<file path="src/rtl/biss_slave_tx_if.sv">
// Signal bundle between a BiSS-C slave transmitter and whatever drives its
// inputs and observes its outputs (testbench or surrounding encoder logic).
interface biss_slave_tx_if;
  logic [7:0]  BITS;
  logic [31:0] posn_i;
  logic        error_n_i;
  logic        warn_n_i;
  logic        ma_i;
  logic        slo_o;
  logic        busy_o;
  logic        done_o;
  logic        abort_o;

  modport slave (
    input  BITS, posn_i, error_n_i, warn_n_i, ma_i,
    output slo_o, busy_o, done_o, abort_o
  );

  modport master (
    output BITS, posn_i, error_n_i, warn_n_i, ma_i,
    input  slo_o, busy_o, done_o, abort_o
  );
endinterface

</file>
<file path="src/rtl/biss_slave_tx.sv">
// BiSS-C slave transmitter: answers MA clocks with ACK/START/CDS, a latched
// position word, error/warning flags and an inverted CRC6 on SLO.
module biss_slave_tx #(
  parameter int TIMEOUT_CYCLES = 250
) (
  input  logic            clk_i,
  input  logic            reset_i,
  biss_slave_tx_if.slave  bus
);

  localparam int CNT_W = $clog2(TIMEOUT_CYCLES + 1);

  typedef enum logic [3:0] {
    S_IDLE,
    S_ACK,
    S_START,
    S_CDS,
    S_DATA,
    S_ERR,
    S_WARN,
    S_CRC,
    S_TIMEOUT
  } state_t;

  state_t           state_q, state_d;
  logic             ma_s1_q, ma_s2_q, ma_dly_q;
  logic             slo_q, slo_d;
  logic             busy_q, busy_d;
  logic             done_q, done_d;
  logic             abort_q, abort_d;
  logic [31:0]      posn_q, posn_d;
  logic [4:0]       top_q, top_d;
  logic             err_n_q, err_n_d;
  logic             warn_n_q, warn_n_d;
  logic [5:0]       crc_q, crc_d;
  logic [4:0]       idx_q, idx_d;
  logic [CNT_W-1:0] cnt_q, cnt_d;

  logic             ma_rise;
  logic             ma_fall;
  logic             timeout_hit;
  logic [4:0]       bits_top;

  function automatic logic [5:0] crc_step(input logic [5:0] crc, input logic din);
    logic fb;
    fb = crc[5] ^ din;
    return {crc[4:0], 1'b0} ^ (fb ? 6'h03 : 6'h00);
  endfunction

  assign ma_rise = ma_s2_q & ~ma_dly_q;
  assign ma_fall = ~ma_s2_q & ma_dly_q;

  // A fall can never coincide with a hit because a hit needs MA high.
  assign timeout_hit = ma_s2_q && (cnt_q == CNT_W'(TIMEOUT_CYCLES - 1));

  // Index of the MSB to send: 0 behaves as 1 bit, anything above 32 as 32.
  always_comb begin
    bits_top = 5'd0;
    if (bus.BITS > 8'd32) begin
      bits_top = 5'd31;
    end else if (bus.BITS != 8'd0) begin
      bits_top = 5'(bus.BITS - 8'd1);
    end
  end

  always_comb begin
    state_d  = state_q;
    slo_d    = slo_q;
    busy_d   = busy_q;
    done_d   = 1'b0;
    abort_d  = 1'b0;
    posn_d   = posn_q;
    top_d    = top_q;
    err_n_d  = err_n_q;
    warn_n_d = warn_n_q;
    crc_d    = crc_q;
    idx_d    = idx_q;
    cnt_d    = cnt_q;

    if (state_q == S_IDLE || ma_fall || timeout_hit) begin
      cnt_d = '0;
    end else if (ma_s2_q) begin
      cnt_d = cnt_q + CNT_W'(1);
    end

    case (state_q)
      S_IDLE: begin
        slo_d  = 1'b1;
        busy_d = 1'b0;
        if (ma_fall) begin
          posn_d   = bus.posn_i;
          top_d    = bits_top;
          err_n_d  = bus.error_n_i;
          warn_n_d = bus.warn_n_i;
          crc_d    = 6'd0;
          busy_d   = 1'b1;
          state_d  = S_ACK;
        end
      end

      default: begin
        if (timeout_hit) begin
          state_d = S_IDLE;
          slo_d   = 1'b1;
          busy_d  = 1'b0;
          if (state_q == S_TIMEOUT) begin
            done_d = 1'b1;
          end else begin
            abort_d = 1'b1;
          end
        end else if (ma_rise) begin
          case (state_q)
            S_ACK: begin
              slo_d   = 1'b0;
              state_d = S_START;
            end
            S_START: begin
              slo_d   = 1'b1;
              state_d = S_CDS;
            end
            S_CDS: begin
              slo_d   = 1'b0;
              idx_d   = top_q;
              state_d = S_DATA;
            end
            S_DATA: begin
              slo_d = posn_q[idx_q];
              crc_d = crc_step(crc_q, posn_q[idx_q]);
              if (idx_q == 5'd0) begin
                state_d = S_ERR;
              end else begin
                idx_d = idx_q - 5'd1;
              end
            end
            S_ERR: begin
              slo_d   = err_n_q;
              crc_d   = crc_step(crc_q, err_n_q);
              state_d = S_WARN;
            end
            S_WARN: begin
              slo_d   = warn_n_q;
              crc_d   = crc_step(crc_q, warn_n_q);
              idx_d   = 5'd5;
              state_d = S_CRC;
            end
            S_CRC: begin
              slo_d = ~crc_q[idx_q[2:0]];
              if (idx_q == 5'd0) begin
                state_d = S_TIMEOUT;
              end else begin
                idx_d = idx_q - 5'd1;
              end
            end
            S_TIMEOUT: begin
              slo_d = 1'b0;
            end
            default: begin
              state_d = S_IDLE;
            end
          endcase
        end
      end
    endcase
  end

  // Synchroniser idles high so a reset while MA is high creates no edge.
  always_ff @(posedge clk_i or negedge reset_i) begin
    if (!reset_i) begin
      ma_s1_q  <= 1'b1;
      ma_s2_q  <= 1'b1;
      ma_dly_q <= 1'b1;
    end else begin
      ma_s1_q  <= bus.ma_i;
      ma_s2_q  <= ma_s1_q;
      ma_dly_q <= ma_s2_q;
    end
  end

  always_ff @(posedge clk_i or negedge reset_i) begin
    if (!reset_i) begin
      state_q  <= S_IDLE;
      slo_q    <= 1'b1;
      busy_q   <= 1'b0;
      done_q   <= 1'b0;
      abort_q  <= 1'b0;
      posn_q   <= 32'd0;
      top_q    <= 5'd0;
      err_n_q  <= 1'b1;
      warn_n_q <= 1'b1;
      crc_q    <= 6'd0;
      idx_q    <= 5'd0;
      cnt_q    <= '0;
    end else begin
      state_q  <= state_d;
      slo_q    <= slo_d;
      busy_q   <= busy_d;
      done_q   <= done_d;
      abort_q  <= abort_d;
      posn_q   <= posn_d;
      top_q    <= top_d;
      err_n_q  <= err_n_d;
      warn_n_q <= warn_n_d;
      crc_q    <= crc_d;
      idx_q    <= idx_d;
      cnt_q    <= cnt_d;
    end
  end

  assign bus.slo_o   = slo_q;
  assign bus.busy_o  = busy_q;
  assign bus.done_o  = done_q;
  assign bus.abort_o = abort_q;

endmodule

</file>
<file path="src/flat_wrapper.sv">
// flat-port wrapper written by rule: the top's interface ports become plain ports
module biss_slave_tx_flat 
#(
  parameter int TIMEOUT_CYCLES = 250
)
  (clk_i, reset_i, bus_BITS, bus_posn_i, bus_error_n_i, bus_warn_n_i, bus_ma_i, bus_slo_o, bus_busy_o, bus_done_o, bus_abort_o);
  biss_slave_tx_if bus_i ();
  input  logic clk_i;
  input  logic reset_i;
  input wire logic [$bits(bus_i.BITS)-1:0] bus_BITS;
  input wire logic [$bits(bus_i.posn_i)-1:0] bus_posn_i;
  input wire logic [$bits(bus_i.error_n_i)-1:0] bus_error_n_i;
  input wire logic [$bits(bus_i.warn_n_i)-1:0] bus_warn_n_i;
  input wire logic [$bits(bus_i.ma_i)-1:0] bus_ma_i;
  output wire logic [$bits(bus_i.slo_o)-1:0] bus_slo_o;
  output wire logic [$bits(bus_i.busy_o)-1:0] bus_busy_o;
  output wire logic [$bits(bus_i.done_o)-1:0] bus_done_o;
  output wire logic [$bits(bus_i.abort_o)-1:0] bus_abort_o;
  assign bus_i.BITS = bus_BITS;
  assign bus_i.posn_i = bus_posn_i;
  assign bus_i.error_n_i = bus_error_n_i;
  assign bus_i.warn_n_i = bus_warn_n_i;
  assign bus_i.ma_i = bus_ma_i;
  assign bus_slo_o = bus_i.slo_o;
  assign bus_busy_o = bus_i.busy_o;
  assign bus_done_o = bus_i.done_o;
  assign bus_abort_o = bus_i.abort_o;
  biss_slave_tx #(.TIMEOUT_CYCLES(TIMEOUT_CYCLES)) u_core (.clk_i(clk_i), .reset_i(reset_i), .bus(bus_i));
endmodule
</file>
<file path="config.mk">
export PLATFORM = sky130hd
export DESIGN_NAME = biss_slave_tx_flat
export DESIGN_NICKNAME = d
export VERILOG_FILES = /design/src/rtl/biss_slave_tx_if.sv /design/src/rtl/biss_slave_tx.sv /design/src/flat_wrapper.sv
export SDC_FILE = /design/constraint.sdc
export NUM_CORES = 1
export LEC_CHECK = 0
export CORE_ASPECT_RATIO = 1.25
export CORE_MARGIN = 2
export CORE_UTILIZATION = 45
export DETAILED_ROUTE_END_ITERATION = 7
export GPL_ROUTABILITY_DRIVEN = 0
export PLACE_DENSITY = 0.67
export SETUP_SLACK_MARGIN = 0.02
export SYNTH_ARGS = -nofsm -noshare
export SYNTH_HDL_FRONTEND = slang
export SYNTH_SLANG_ARGS = --single-unit
</file>
<file path="constraint.sdc">
create_clock -name clk_i -period 6.8 [get_ports clk_i]
set_clock_uncertainty 0.1 [all_clocks]
set_input_delay 0.68 -clock clk_i [delete_from_list [all_inputs] [get_ports clk_i]]
set_output_delay 0.68 -clock clk_i [all_outputs]
set_load 0.02 [all_outputs]
</file>
==> flow_metrics.tcl, run 1 <==
set metrics [dict create \
    drt_wl_total_mm 7.24 \
    vias_per_cell 5.51 \
    cts_buffers 9 \
    hp-start "u_core.ma_s1_q" \
    seq_area_frac_synth_pct 47.8 \
    p_leak_uw 0.00184 \
    clkPwrFrac_pct 22.6 \
    synth-seq-cells 69 \
    portBuffers 48 \
    synth_async_sr_flop_share_pct 100 \
    die_h_um 104 \
    combPwrFrac_pct 34.7 \
    worstReg2RegStart "u_core.state_q[0]" \
    fin_crit_sh_pct 44.0 \
    seqPwrFrac_pct 42.7 \
    worstSetupStartpoint "u_core.state_q[0]" \
    clock-root-buffer "clkbuf_8" \
    p_switching_uw 637 \
    power_density_mw_per_mm2 407 \
    coreArea_mm2 0.00784 \
    post_cts_buffers 0 \
    synth_edf_count 0 \
    antenna_found_initial 0 \
    postLayoutSetupSlackWorst_ns 3.81 \
    dp_hpwl_mm 5.20 \
    postSynthCellCount 342 \
    ys.flop_type "dfrtp_1" \
    drtPass1Iterations 4 \
    start_util_pct 46.3 \
    ys_warn_count 0 \
    finalSetupViolCount 0 \
    max_freq_ghz 0.334 \
    htree_levels 3 \
    die_x_um 84.3 \
    hold_buffers 0 \
    via_count 2656 \
    cts_buffer_depth 2 \
    clock-sinks 69 \
    critical_path_class "flip-flop to flip-flop" \
    critPathMaxStageDelay_ns 0.92 \
    path_clk_slew_ns 0.07 \
    syn-cell-area_mm2 0.00363 \
    critical_path_required_ns 6.96 \
    final_layout_size_suffix_gt1_share_pct 8.27 \
    rsz0062_at_grt "false" \
    cap_violations 0 \
    p_sw_share_pct 35.7 \
    yosysUniqueCellTypes 58 \
    grt_max_degree 70 \
    row_count 36 \
    status "complete, no violations" \
    instances_no_fill 482 \
    dp_slack_ns 3.80 \
    hold_violations 0 \
    synth.avg_cell_area_um2 10.6 \
    initialDrtViolationCount 208 \
    grt_pass1_wl_mm 12.9 \
    overflow 0 \
    clk_latency_ns 0.35 \
    cts_tree "built" \
    fin_nets 433 \
    min_path_type "flip-flop to flip-flop" \
    tns_ns 0 \
    final_antenna_net_count 0 \
    io_pins 49 \
    dieArea_mm2 0.00881 \
    area_growth_pct 20.5 \
    drc 0 \
    synth_nets 393 \
    crit_path_end_kind "flip-flop" \
    worst_pin_slew_ns 1.12 \
    worstPathCellList "or3_1 -> or3_2 -> clkinv_4 -> a221oi_2 -> or2_4 -> o31ai_2" \
    slew_headroom_pct 24.5 \
    first_global_vias 2795 \
    peakVddDrop_v 0.000282 \
    placed_cells 466 \
    p_int_uw 1150 \
    crit_arrival_ns 3.15 \
    slew_violations 0 \
    post_cts_resized 0 \
    slowest_stage "or3_2" \
    diodes 0 \
    critPathLaunchType "flip-flop" \
    crit_fanout 46 \
    min_period_ns 2.99 \
    grt_usage_pct 17.9 \
    wl_per_cell_um 15.0 \
]
==> through the flow <==
| stage | total power, uW | hold WS (ns) | utilization (%) | cell area, um2 |
|---|---|---|---|---|
| 2_1_floorplan | 1220 | 0.245 | - | 3630 |
| 3_3_place_gp | 1370 | 0.251 | 52.8 | 4140 |
| 3_5_place_dp | 1390 | 0.248 | 52.8 | 4140 |
| 4_1_cts | 1800 | 0.259 | 55.8 | 4370 |
| 5_1_grt | 1920 | 0.266 | 55.8 | 4370 |
| 6_report | 1780 | 0.258 | 55.8 | 4370 |
==> final cells by class <==
class / count / area [um2]
Timing Repair Buffer: 49 / 483
Multi-Input combinational cell: 244 / 1760
Inverter: 9 / 38.8
Tap cell: 95 / 119
Clock buffer: 10 / 128
Sequential cell: 69 / 1730
Clock inverter: 6 / 111
Fill cell: 698 / 3460
==> sequential cells by signal, indices dropped and copies added, names as in the netlist <==
| name | count |
|---|---|
| u_core.bus.done_o | 1 |
| u_core.warn_n_q | 1 |
| u_core.cnt_q | 8 |
| u_core.top_q | 5 |
| u_core.idx_q | 5 |
| u_core.err_n_q | 1 |
| u_core.ma_s2_q | 1 |
| u_core.crc_q | 6 |
| u_core.posn_q | 32 |
| u_core.bus.busy_o | 1 |
| u_core.ma_s1_q | 1 |
| u_core.bus.slo_o | 1 |
| u_core.state_q | 4 |
| u_core.ma_dly_q | 1 |
| u_core.bus.abort_o | 1 |
==> routing by layer <==
metal / vias up / global-route usage, % / share of wire [%] / wire, um
met5: - / 0 / 0 / 0
met4: 0 / 7.26 / 2.1 / 155
met3: 16 / 3.25 / 3.4 / 246
met2: 54 / 30.7 / 51 / 3700
met1: 1279 / 22.2 / 43 / 3140
li1: 1307 / - / - / -
==> synthesized netlist by cell type (2+ instances only) <==
library cell / count / area (um2)
a21o_1: 2 / 15.0
mux2_1: 34 / 383
xor2_1: 4 / 35.0
a21oi_1: 10 / 50.1
mux4_2: 2 / 45.0
and2_1: 3 / 18.8
nor2_1: 30 / 113
nand2b_1: 5 / 31.3
nor2b_1: 6 / 37.5
or3_1: 3 / 18.8
nor3b_1: 3 / 22.5
o211ai_1: 5 / 37.5
nand4_1: 3 / 18.8
dfrtp_1: 63 / 1580
o22ai_1: 2 / 12.5
nor4b_1: 2 / 17.5
ha_1: 6 / 75.1
mux2i_1: 16 / 160
dfstp_2: 6 / 158
nand4b_1: 2 / 17.5
nand2_1: 28 / 105
xnor2_1: 5 / 43.8
buf_2: 7 / 35.0
clkbuf_1: 11 / 41.3
buf_6: 2 / 22.5
inv_1: 8 / 30.0
a22oi_1: 4 / 30.0
a211oi_1: 2 / 15.0
nand3_1: 15 / 75.1
nor3_1: 6 / 30.0
o21ai_0: 9 / 45.0
o21a_1: 3 / 22.5
a22o_1: 4 / 35.0
and3_1: 2 / 12.5
o21ai_1: 4 / 20.0
o31ai_1: 3 / 22.5
==> worst max-delay path, delay by kind of cell, from the launching register on <==
family          cells  cell delay, ns
simple gates        3            1.78
flops               1            0.55
compound gates      2            0.25
buf+inv             1            0.22
==> path summary, 6_finish.rpt <==
path / endpoint / slack [ns] / depth (start not counted)
setup reg to reg: u_core.state_q[2] / 3.81 / 6
hold / removal: u_core.ma_s2_q / 0.26 / 0
setup / recovery: u_core.state_q[2] / 3.81 / 6
max in group asynchronous: u_core.idx_q[0] / 5.62 / 2
hold reg to reg: u_core.ma_s2_q / 0.26 / 0
min in group asynchronous: u_core.state_q[3] / 0.42 / 2
==> placed cells by master, fill, tap and decap left out, drive strengths merged, types with 10 or more instances in the layout <==
master / n
a21oi: 10
clkbuf: 10
clkdlybuf4s50: 47
dfrtp: 63
mux2: 35
mux2i: 16
nand2: 28
nand3: 15
nor2: 30
o21ai: 13
==> kinds of logic after synthesis <==
kind of cell | count (synthesis) | synth area share, %
AO/OA/AOI/OAI | 61 | 11.9
XOR/XNOR | 9 | 2.17
adder cells (fa/ha/maj) | 7 | 2.34
buffers and inverters | 29 | 3.79
flip-flops | 69 | 47.8
multiplexers | 53 | 16.5
AND/OR/NAND/NOR | 114 | 15.5
==> power groups by stage <==
stage	logic (uW)	registers (uW)	clock network (uW)
2_1_floorplan	558	665	0
3_3_place_gp	607	767	0
3_5_place_dp	620	771	0
4_1_cts	624	763	414
5_1_grt	698	794	429
6_report	618	761	403
(Power assumes the default switching activity.)
==> run 2, diff against run 1 <==
--- a/config.mk
+++ b/config.mk
@@ -10,7 +10,7 @@
 export CORE_UTILIZATION = 45
 export DETAILED_ROUTE_END_ITERATION = 7
 export GPL_ROUTABILITY_DRIVEN = 0
-export PLACE_DENSITY = 0.67
+export PLACE_DENSITY = 0.7
 export SETUP_SLACK_MARGIN = 0.02
 export SYNTH_ARGS = -nofsm -noshare
 export SYNTH_HDL_FRONTEND = slang
==> constraint.sdc (replaced) <==
create_clock -name clk_i -period 2.6 [get_ports clk_i]
set_clock_uncertainty 0.1 [all_clocks]
set_input_delay 0.26 -clock clk_i [delete_from_list [all_inputs] [get_ports clk_i]]
set_output_delay 0.26 -clock clk_i [all_outputs]
set_load 0.02 [all_outputs]
==> run 2 against run 1 <==
  * First-iteration DRC count down 21%
  * Register-to-register slack worse by 3.5 ns
  * Total power rose to 2.6 times the previous value
  * Clock-buffer cell count down 1
  * Maximum frequency up 28%
  * Wire length up 4.8%
  * Via count up 3.1%
  * Non-clock buffer count up 14
  * Clock power up 140%
  * Worst hold slack worse by 0.056 ns
  * Cell count up 2.9%
  * Final area up 2.3%
  * Critical endpoint is now u_core.posn_q[7]
==> flow_metrics.tcl, run 2 (same netlist as run 1, synthesis figures left out) <==
set metrics [dict create \
    cts_buffer_depth 2 \
    reg_top3 "u_core.posn_q x32, u_core.cnt_q x8, u_core.crc_q x6" \
    fin_crit_sh_pct 89.9 \
    final_cell_mix "dfrtp_1, clkdlybuf4s50_1, mux2_1" \
    power_density_mw_per_mm2 1050 \
    worstPathCellList "or3_1 -> or3_2 -> buf_4 -> mux2_1" \
    diodes 0 \
    worst_pin_slew_ns 0.746 \
    clock-sinks 69 \
    slew_headroom_pct 50.3 \
    die_x_um 84.3 \
    min_path_type "input port to flip-flop" \
    dp_hpwl_mm 5.52 \
    status "complete, no violations" \
    hold_path_depth 1 \
    antenna_found_initial 0 \
    crit_arrival_ns 2.47 \
    drtPass1Iterations 5 \
    final_layout_size_suffix_gt1_share_pct 11.5 \
    vias_per_cell 5.52 \
    fillers 712 \
    post_cts_resized 0 \
    final_common_cell "dfrtp_1" \
    grt_pass1_wl_mm 12.8 \
    finalSetupViolCount 0 \
    drc 0 \
    power_uw 4720 \
    coreArea_mm2 0.00784 \
    rsz0062_at_grt "false" \
    critical_path_required_ns 2.73 \
    area_growth_pct 23.3 \
    max_freq_ghz 0.428 \
    die_h_um 104 \
    fin_nets 447 \
    critPathMaxStageDelay_ns 0.55 \
    portBuffers 48 \
    row_count 36 \
    rr_worst_depth 4 \
    p_leak_uw 0.00190 \
    grt_max_degree 39 \
    first_global_vias 2658 \
    cap_violations 0 \
    crit_path_end_kind "flip-flop" \
    hold_violations 0 \
    critical_path_class "flip-flop to flip-flop" \
    cts_buffers 9 \
    critPathLaunchType "flip-flop" \
    clk_latency_ns 0.35 \
    cts_tree "built" \
    via_count 2738 \
    overflow 0 \
    post_cts_buffers 0 \
    hold_slack_ns 0.203 \
    initialDrtViolationCount 164 \
    top_register "u_core.posn_q" \
    wl_per_cell_um 15.3 \
    final_area_mm2 0.00448 \
    slowest_stage "or3_2" \
    hold_buffers 1 \
    drt_wl_total_mm 7.59 \
    clock-root-buffer "clkbuf_8" \
    htree_levels 3 \
    min_period_ns 2.34 \
    dieArea_mm2 0.00881 \
    slew_violations 0 \
    tns_ns 0 \
    dpl_cell_area_mm2 0.00425 \
    final_antenna_net_count 0 \
    start_util_pct 46.3 \
    peakVddDrop_v 0.000596 \
    largest_reg_flops 32 \
    multi_input_area_mm2 0.00176 \
    ff_latch_area_mm2 0.00173 \
    io_pins 49 \
    grt_usage_pct 18.2 \
    path_clk_slew_ns 0.08 \
    crit_fanout 29 \
]
run 2: changes by cell type in the layout (fill, tap and decap cells not counted), sizes merged:
cell and change:
clkbuf -1, buf +13, bufinv -1, dlygate4sd3 +1, clkinvlp +1, clkinv +1
run 2: stage by stage:
step	worst slack [ns]	utilization (%)	std cells
2_1_floorplan	0.0526	-	342
3_3_place_gp	0.353	54.2	479
3_5_place_dp	0.280	54.2	479
4_1_cts	0.261	57.1	496
5_1_grt	0.173	57.1	496
6_report	0.264	57.1	496
run 2: report_power, final:
group | total, uW | internal (uW) | switching, uW
clock | 968 | 543 | 426
sequential | 1840 | 1530 | 313
combinational | 1910 | 935 | 974
run 2: critical path, delay by kind of cell, from the launching register on:
kind,cells,cell delay (ns)
AND/OR/NAND/NOR,2,0.96
buffers and inverters,1,0.29
flip-flops,1,0.49
multiplexers,1,0.36
run 2: worst paths after layout:
| kind | startpoint | endpoint | slack [ns] |
|---|---|---|---|
| max in group asynchronous | reset_i | u_core.err_n_q | 1.29 |
| worst max register to register | u_core.state_q[1] | u_core.posn_q[7] | 0.26 |
| worst min register to register | u_core.ma_s1_q | u_core.ma_s2_q | 0.26 |
| min in group asynchronous | reset_i | u_core.cnt_q[2] | 0.40 |
| worst max-delay path | u_core.state_q[1] | u_core.posn_q[7] | 0.26 |
| worst min-delay path | bus_ma_i | u_core.ma_s1_q | 0.20 |
run 2: metal layers:
layer	share of wire [%]	vias to the layer above	GRT usage, %
met4	1.6	0	6.46
met5	0	-	0
met3	3.0	10	4.29
met2	51	54	29.8
li1	-	1334	-
met1	44	1340	23.4
run 2: final cells by class:
class	instances	area share [%]
flip-flops and latches	69	38.7
multi-input cells	244	39.3
well taps	95	2.66
inverters	9	0.866
repair buffers	63	13.5
clock buffers	9	2.77
clock inverters	7	2.18
==> RTL edit, RTL diff (settings of run 2) <==
Encoding of `state_t`: now Gray code (4 bits for 9 states).
--- a/src/rtl/biss_slave_tx.sv
+++ b/src/rtl/biss_slave_tx.sv
@@ -11,15 +11,15 @@
   localparam int CNT_W = $clog2(TIMEOUT_CYCLES + 1);
 
   typedef enum logic [3:0] {
-    S_IDLE,
-    S_ACK,
-    S_START,
-    S_CDS,
-    S_DATA,
-    S_ERR,
-    S_WARN,
-    S_CRC,
-    S_TIMEOUT
+    S_IDLE    = 4'b0000,
+    S_ACK     = 4'b0001,
+    S_START   = 4'b0011,
+    S_CDS     = 4'b0010,
+    S_DATA    = 4'b0110,
+    S_ERR     = 4'b0111,
+    S_WARN    = 4'b0101,
+    S_CRC     = 4'b0100,
+    S_TIMEOUT = 4'b1100
   } state_t;
 
   state_t           state_q, state_d;
Function: same outputs for any inputs over 10 cycles, from zero or initial values and one cycle with reset_i low; not proved beyond that.
==> RTL edit against run 2 <==
Sequential cell count unchanged; worst setup slack gained 0.016 ns; first-iteration DRC count fell by 22%; synthesized area decreased by 0.72%; final area is 0.22% lower; routed wire length is 5.7% lower; fmax grew 0.67%; total power grew 3.8%.
==> RTL edit: results (changes against run 2) <==
[outcome]
run_status = completed

[setup_path]
arrival_ns = 2.45  ; -0.02 ns
critical_path.top_delay_family = compound AO/OA/AOI/OAI gates
cpPeakStageDelay_ns = 0.58  ; +0.03 ns
reg2regPathDepth = 5  ; +1
critPathSlowestCell = dfrtp_1

[route]
drtIter0Drc = 128  ; -22%
wl_met2_mm = 3.62  ; -6.7%
routed_wl_mm = 7.16  ; -5.7%
num_vias = 2632  ; -3.9%
wl_met3_um = 257  ; +14%
wl_per_cell_um = 14.8  ; -3.1%
wl_met1_mm = 3.12  ; -6.9%
first_pass_iters = 4  ; -1

[grt]
grt_pass1_wl_mm = 12.3  ; -3.3%
grt_max_degree = 43  ; +10%
use_met2_pct = 29.0  ; -0.85 points
use_met1_pct = 21.0  ; -2.4 points
grt.total_usage_pct = 17.3  ; -0.86 points
grt_use_met3_pct = 4.68  ; +0.40 points

[final_layout]
nets = 434  ; -2.9%
fillerInstances = 670  ; -5.9%
multi_input_cells = 234  ; -4.1%
buffers = 60  ; -4.8%
drive_gt1_share_pct = 20.6  ; +9.1 points
final.clkbuf_count = 11  ; +2
clk_share_pct = 5.55  ; +0.60 points
multi_input_area_share_pct = 39.2  ; -0.11 points
buf_share_pct = 13.0  ; -0.47 points

[synth]
syn_nets = 380  ; -3.3%
synth_area_leaders = dfrtp_1 44%, mux2_2 12%, mux2i_1 5.3%
synthTopCellsByCount = 63 x dfrtp_1, 38 x mux2_2, 37 x nand2_1, 23 x nor2_1, 19 x mux2i_1
synth_fa_ha_area_share_pct = 2.08  ; -0.26 points
synth-xor-area-share_pct = 2.92  ; +0.74 points
seq_area_frac_synth_pct = 48.1  ; +0.35 points
synthMuxAreaShare_pct = 19.0  ; +2.5 points
synthCells = 329  ; -3.8%

[timing]
worstMarginPinSlew_ns = 0.677  ; -0.0691 ns

[pwr]
internal_power_mw = 3.20  ; +6.5%
peakVddDrop_mv = 0.583  ; -2.2%
p_leak_nw = 1.91  ; +0.73%

[place]
dp.cells = 466  ; -2.7%
pre_cts_ws_ns = 0.266  ; -0.0138 ns
place_area_um2 = 4210  ; -0.85%

[RTL edit: changes by cell type after synthesis, sizes merged, moves of 4 or more]
cell	before	now
nand2	28	37
nand2b	5	1
nand3	15	4
o21ai	13	18
clkbuf	11	6
nor2	30	23
[RTL edit: power groups by stage]
stage / Sequential [mW] / Combinational (mW) / Clock [mW]
floorplan: 1.78 / 1.55 / 0
global placement: 1.96 / 1.82 / 0
detailed placement: 1.98 / 1.86 / 0
CTS: 1.96 / 1.87 / 1.11
global route: 2.03 / 2.06 / 1.16
finish: 1.96 / 1.85 / 1.09
[RTL edit: final timing paths]
kind / endpoint / slack, ns / startpoint
setup / recovery: u_core.state_q[3] / 0.28 / u_core.idx_q[2]
hold / removal: u_core.ma_s1_q / 0.23 / bus_ma_i
setup reg to reg: u_core.state_q[3] / 0.28 / u_core.idx_q[2]
hold reg to reg: u_core.ma_s2_q / 0.26 / u_core.ma_s1_q
max in group asynchronous: u_core.ma_s1_q / 1.31 / reset_i
min in group asynchronous: u_core.cnt_q[2] / 0.39 / reset_i
